===== config.mk =====
export PLATFORM = sky130hd
export DESIGN_NAME = hazard_ctrl
export DESIGN_NICKNAME = d
export VERILOG_FILES = /design/src/rtl/hazard_ctrl.sv
export SDC_FILE = /design/constraint.sdc
export NUM_CORES = 1
export LEC_CHECK = 0
export CAP_MARGIN = 20
export CORE_ASPECT_RATIO = 1.1
export CORE_UTILIZATION = 44
export CTS_CLUSTER_DIAMETER = 60
export DETAILED_ROUTE_END_ITERATION = 12
export PLACE_DENSITY = 0.88
export SLEW_MARGIN = 20
export SYNTH_ARGS = -nofsm -noshare
export SYNTH_HDL_FRONTEND = slang
export SYNTH_SLANG_ARGS = --single-unit

===== constraint.sdc =====
create_clock -name clk -period 5.41 [get_ports clk]
set_input_delay 1.082 -clock clk [delete_from_list [all_inputs] [get_ports clk]]
set_output_delay 1.082 -clock clk [all_outputs]
set_load 0.05 [all_outputs]

===== src/rtl/hazard_ctrl.sv =====
// Pipeline hazard unit: operand forwarding, load-use/branch/mul-div stalls,
// branch flush, and a multi-cycle mul/div occupancy tracker.
module hazard_ctrl #(
    parameter int MUL_CYCLES = 4,
    parameter int DIV_CYCLES = 32
) (
    input  logic       clk,
    input  logic       rst_n,
    input  logic [4:0] RsD,
    input  logic [4:0] RtD,
    input  logic [4:0] RsE,
    input  logic [4:0] RtE,
    input  logic [4:0] WriteRegE,
    input  logic [4:0] WriteRegM,
    input  logic [4:0] WriteRegW,
    input  logic       RegWriteE,
    input  logic       RegWriteM,
    input  logic       RegWriteW,
    input  logic       MemtoRegE,
    input  logic       MemtoRegM,
    input  logic       BranchD,
    input  logic       PCSrcD,
    input  logic       MdStartD,
    input  logic       MdOpD,
    input  logic       MdReadD,
    output logic       StallF,
    output logic       StallD,
    output logic       FlushD,
    output logic       FlushE,
    output logic       ForwardAD,
    output logic       ForwardBD,
    output logic [1:0] ForwardAE,
    output logic [1:0] ForwardBE,
    output logic       MdBusy,
    output logic       MdDone
);

    typedef enum logic [1:0] {IDLE, BUSY, DONE} md_state_t;

    localparam logic [5:0] MUL_LOAD = 6'(MUL_CYCLES - 1);
    localparam logic [5:0] DIV_LOAD = 6'(DIV_CYCLES - 1);

    md_state_t  state;
    logic [5:0] cnt;
    logic       lwstall, brstall, mdstall, stall, md_accept;

    // NOTE: every always_comb output gets a default first so no path infers a latch.
    always_comb begin
        ForwardAE = 2'b00;
        if (RegWriteM && WriteRegM != 5'd0 && WriteRegM == RsE)      ForwardAE = 2'b10;
        else if (RegWriteW && WriteRegW != 5'd0 && WriteRegW == RsE) ForwardAE = 2'b01;

        ForwardBE = 2'b00;
        if (RegWriteM && WriteRegM != 5'd0 && WriteRegM == RtE)      ForwardBE = 2'b10;
        else if (RegWriteW && WriteRegW != 5'd0 && WriteRegW == RtE) ForwardBE = 2'b01;
    end

    assign ForwardAD = RegWriteM && WriteRegM != 5'd0 && WriteRegM == RsD;
    assign ForwardBD = RegWriteM && WriteRegM != 5'd0 && WriteRegM == RtD;

    assign lwstall = MemtoRegE && (RtE == RsD || RtE == RtD);
    assign brstall = BranchD &&
        ((RegWriteE && WriteRegE != 5'd0 && (WriteRegE == RsD || WriteRegE == RtD)) ||
         (MemtoRegM && WriteRegM != 5'd0 && (WriteRegM == RsD || WriteRegM == RtD)));
    assign mdstall = MdBusy && (MdStartD || MdReadD);
    assign stall   = lwstall || brstall || mdstall;

    assign StallF = stall;
    assign StallD = stall;
    assign FlushE = stall;
    // A held decode instruction must survive, so stall masks the branch flush.
    assign FlushD = PCSrcD && !stall;

    // A start is only taken when the decode stage actually advances past it.
    assign md_accept = MdStartD && !(lwstall || brstall);

    // NOTE: sequential state uses non-blocking assignments so all flops update together.
    always_ff @(posedge clk or negedge rst_n) begin
        if (!rst_n) begin
            state  <= IDLE;
            cnt    <= '0;
            MdBusy <= 1'b0;
            MdDone <= 1'b0;
        end else begin
            case (state)
                IDLE, DONE: begin
                    if (md_accept) begin
                        cnt    <= MdOpD ? DIV_LOAD : MUL_LOAD;
                        state  <= BUSY;
                        MdBusy <= 1'b1;
                    end else begin
                        state  <= IDLE;
                        MdBusy <= 1'b0;
                    end
                    MdDone <= 1'b0;
                end
                BUSY: begin
                    if (cnt == 6'd0) begin
                        state  <= DONE;
                        MdBusy <= 1'b0;
                        MdDone <= 1'b1;
                    end else begin
                        cnt <= cnt - 6'd1;
                    end
                end
                default: begin
                    state  <= IDLE;
                    MdBusy <= 1'b0;
                    MdDone <= 1'b0;
                end
            endcase
        end
    end

endmodule

* After elaboration in Yosys (flattened, before gate mapping)
Cells that the tools add are included.
** Cells by class
- Add/subtract/negate cells :: 1
- Reduce and logical (&&, ||, !) cells :: 34
- Divide/modulo/power cells :: 0
- Equal/unequal tests :: 15
- Multipliers :: 0
- Bitwise logic cells :: 0
- $lt $le $gt $ge :: 0
- Muxes and demuxes :: 16
- Shift operators :: 0
** Operators with widths (count)
- 5-bit == test :: 10
- 1-bit logical AND :: 17
- 5-bit nonzero test :: 3
- 6-bit two-way mux :: 2
- 6-bit one-hot mux with 2 select lines :: 1
- 1-bit logical OR :: 7
- 1-bit two-way mux :: 7
- 6-bit zero test :: 1
- 2-bit two-way mux :: 3
- 2-bit inequality test (second input constant) :: 3
- 6-bit by 1-bit subtractor with 6-bit output (second input constant) :: 1
- 5-bit two-way mux :: 1
- 2-bit one-hot mux with 2 select lines :: 1
- 3-bit AND reduction :: 1
- 2-bit by 1-bit == test with 1-bit output (second input constant) :: 1
- 2-bit == test (second input constant) :: 1
- 1-bit zero test :: 2
- 2-bit zero test :: 1
- 1-bit one-hot mux with 2 select lines :: 1
- 2-bit nonzero test :: 1
- 2-bit OR reduction :: 1
** Storage, ports and cells
- Logic and storage cells :: 70
- Bits in registers :: 10
- Memories :: 0
- Bits in latches :: 0
- Bits in writable memories :: 0
- Bits in read-only memories :: 0
- Bits of input ports :: 47

* Logic depth before layout (Yosys ltp)
Gate-level depths: netlist of run 1.
- Depth after elaboration :: 10
- Mapped depth :: 8
- Depth with buffers taken out :: 7

* Worst setup path before layout of run 1
OpenSTA, ideal clock, no wires.
- Kind :: in2out
- Start point :: in WriteRegM[0]
- End point :: out ForwardAE[0]
- Data arrival time :: 3954 ps
- Slack :: 374 ps
- Stages :: 6
- Path through :: clkbuf_1 -> nor3_1 -> nand2_1 -> nand2_1 -> nor4_1 -> nor4_1
** On the way
- Longest elaborated chain between the ends :: 4
- Elaborated cells on any way between the ends :: 5
** RTL lines
- start, declared :: line 14 : input logic [4:0] WriteRegM,
- 5-bit nonzero test :: line 50 : if (RegWriteM && WriteRegM != 5'd0 && WriteRegM == RsE) ForwardAE = 2'b10;
- 1-bit logical AND :: line 50
- 1-bit logical AND (*) :: line 50
- 2-bit two-way mux (*) :: line 50
- end, declared :: line 32 : output logic [1:0] ForwardAE,
Mark *: on every way between the ends. The rest lies on a longest branch, timed or not.

* Final worst setup path of run 1
- Start point :: in WriteRegE[1]
- End point :: out FlushD
** On the way
- Longest elaborated chain between the ends :: 9
- Elaborated cells on any way between the ends :: 12
** RTL lines
- start, declared :: line 13 : input logic [4:0] WriteRegE,
- 5-bit == test or 5-bit nonzero test (tied branches) :: line 63 : ((RegWriteE && WriteRegE != 5'd0 && (WriteRegE == RsD || WriteRegE == RtD)) ||
- 1-bit logical OR or 1-bit logical AND (tied branches) :: line 63
- 1-bit logical AND (*) :: line 63
- 1-bit logical OR (*) :: line 63
- 1-bit logical AND (*) :: line 62 : assign brstall = BranchD &&
- 1-bit logical OR (*) (2 in a row) :: line 66 : assign stall = lwstall || brstall || mdstall;
- 1-bit zero test (*) :: line 72 : assign FlushD = PCSrcD && !stall;
- 1-bit logical AND (*) :: line 72
- end, declared :: line 28 : output logic FlushD,
Marks and branches as above.

==> out/metrics.yaml, run 1 <==
worstMarginPinSlew_ns: 0.517
peakVddDrop_mv: 0.312
path_cells: "clkdlybuf4s50_1 -> or4_4 -> o211ai_2 -> o22ai_1 -> nor2_1 -> and3_1 -> clkdlybuf4s50_1"
instances_no_fill: 234
critPathMaxFanout: 3
dr.pass1.iters: 4
utilization: 0.712
post_cts_buffers: 0
dp.cells: 231
final_common_cell: "clkdlybuf4s50_1"
postCtsResizedCells: 0
die_w_um: 51.5
gr-usage-met2: 0.460
netlist_area_um2: 1190
grtUsageTotal: 0.260
syn_nets: 198
yosysSeqAreaShare: 0.169
r2r-start: "cnt[0]"
placed_cell_area_um2: 1770
nets: 254
drc: 0
yosysUniqueCellTypes: 36
hold_path.class: "flip-flop to flip-flop"
hold_violations: 0
final_cell_mix: "clkdlybuf4s50_1 (58), xor2_1 (41), nor2_1 (12), nor3_1 (11), xnor2_1 (10)"
power_mw: 0.494
die_y_um: 56.5
cts.clk_slew.worst_paths_ns: 0.05
num_antenna_cells: 0
top_usage_layer: "met2"
multi_input_area_um2: 926
cts_root_buf: "clkbuf_4"
worstPathRequired_ns: 4.33
cts_sinks: 8
routed_via_density: 5.56
num_vias: 1300
area_delta_synth_final_pct: 51.3
drive_above_1_share: 0.0690
hold_start: "cnt[5]"
critical_path.startpoint: "WriteRegE[1]"
drv_cap: 0
post-route-period-util: 0.851
use_met3: 0.0623
avgSynthCellArea_um2: 7.96
critPathSlowestCell: "clkdlybuf4s50_1"
relSlewSlack: 0.655
grt.overflow.total: 0
regArea_um2: 200
finalSetupTns_ns: 0
design_area_um2: 1790
grt_pass1_wl_mm: 5.81
worstSetupEndpointType: "output pin"
core_area_um2: 2520
worstSkewPairLatency_ns: 0.26
gp_congestion: 0.889
ys.warnings.count: 0
place_hpwl_mm: 2.99
async_flop_share: 1.00
cts_hold_buf: 0
crit_top_cell: "clkdlybuf4s50_1"
p_per_area_nw_per_um2: 275
wire_per_inst_um: 15.1
grt_max_degree: 9
rows: 19
die_area_um2: 2910
syn_inst: 149
fillers: 215
synth_seq_cells: 8
initial_utilization: 0.471
drt-total-wl_mm: 3.52
cts_tree: "built"
rsz0062_at_grt: "false"
cts_buffers: 3
cts_max_level: 1
skew_ns: 0.00181
drt_iter0_markers: 55
arrival_ns: 3.52
ios: 59
fmax_ghz: 0.217
portBuffers: 58
power.leakage_nw: 0.714
synth-edff-count: 0
fin_crit_ns: 4.60
setup_violations: 0
slew_viol_final: 0
startpoint_type: "input port"
synthFlopType: "dfrtp_1"
worstSetupPathType: "input port to output pin"
grt_pass1_vias: 1331
status: "finished clean"
cts_buffer_depth: 2
antenna_left: 0
antenna_found_initial: 0
use_met1: 0.307
critPathMaxStageDelay_ns: 0.79
layer usage:
| metal | up-vias | routed length (um) |
|---|---|---|
| met5 | - | 0 |
| met4 | 0 | 49 |
| met3 | 6 | 243 |
| met2 | 61 | 1850 |
| met1 | 610 | 1380 |
| li1 | 623 | - |
critical path, delay by kind of cell:
family | cells | cell delay, ns
buffers and inverters | 2 | 1.26
AND/OR/NAND/NOR | 3 | 0.88
AO/OA/AOI/OAI | 2 | 0.29
state kept, by name (all words and copies together) (netlist names):
signal and cells:
MdDone 1, cnt 6, state 1
report_power, final:
| part | internal [mW] | leakage [nW] | switching [mW] |
|---|---|---|---|
| clock network | 0.0255 | 0.0138 | 0.0214 |
| registers | 0.0885 | 0.0942 | 0.0253 |
| logic | 0.138 | 0.606 | 0.195 |
| total | 0.252 | 0.714 | 0.242 |
layout make-up:
type / instances / area share
Clock buffer: 3 / 0.0126
Inverter: 7 / 0.0146
Multi-Input combinational cell: 127 / 0.516
Sequential cell: 8 / 0.112
Tap cell: 31 / 0.0216
Timing Repair Buffer: 58 / 0.324
cell usage after synthesis (2+ instances only):
| cell type | number | area share |
|---|---|---|
| nand3_1 | 8 | 0.034 |
| xor2_1 | 41 | 0.30 |
| nor3_1 | 11 | 0.046 |
| a22oi_1 | 2 | 0.013 |
| o21ai_0 | 3 | 0.013 |
| buf_4 | 2 | 0.013 |
| or4_1 | 3 | 0.019 |
| inv_1 | 7 | 0.022 |
| xnor2_1 | 10 | 0.074 |
| a21oi_1 | 5 | 0.021 |
| clkbuf_1 | 4 | 0.013 |
| ha_1 | 2 | 0.021 |
| dfrtp_1 | 8 | 0.17 |
| nor2_1 | 12 | 0.038 |
| nand2_1 | 7 | 0.022 |
| nor4_1 | 4 | 0.021 |
per-stage QoR:
stage | hold slack, ns | setup slack [ns]
after floorplan | 0.511 | 0.374
final | 0.567 | 0.807
after detailed placement | 0.544 | 0.815
after global placement | 0.532 | 0.834
after CTS | 0.563 | 0.808
after global routing | 0.581 | 0.690
final timing paths:
kind / cells after the start / slack, ns / endpoint
worst min register to register: 1 / 0.57 / cnt[5]
max in group asynchronous: 1 / 4.04 / cnt[2]
worst max register to register: 7 / 3.40 / cnt[4]
worst min-delay path: 1 / 0.57 / cnt[5]
min in group asynchronous: 1 / 1.10 / MdDone
worst max-delay path: 7 / 0.81 / FlushD
kinds of logic after synthesis:
kind of cell,Yosys count,share of synthesized area
and+or+nand+nor,52,0.229
xor gates and xnor gates,51,0.377
AOI/OAI and AO/OA,21,0.146
buffers and inverters,14,0.0506
DFF,8,0.169
adders and majority gates,2,0.0211
muxes,1,0.00844
(Power assumes the default switching activity.)
==> inputs of run 2 (changes only) <==
- CTS_CLUSTER_DIAMETER: 60 -> 40
==> results of run 2 <==
The final DEF is identical to that of run 1; final timing and power are the same.
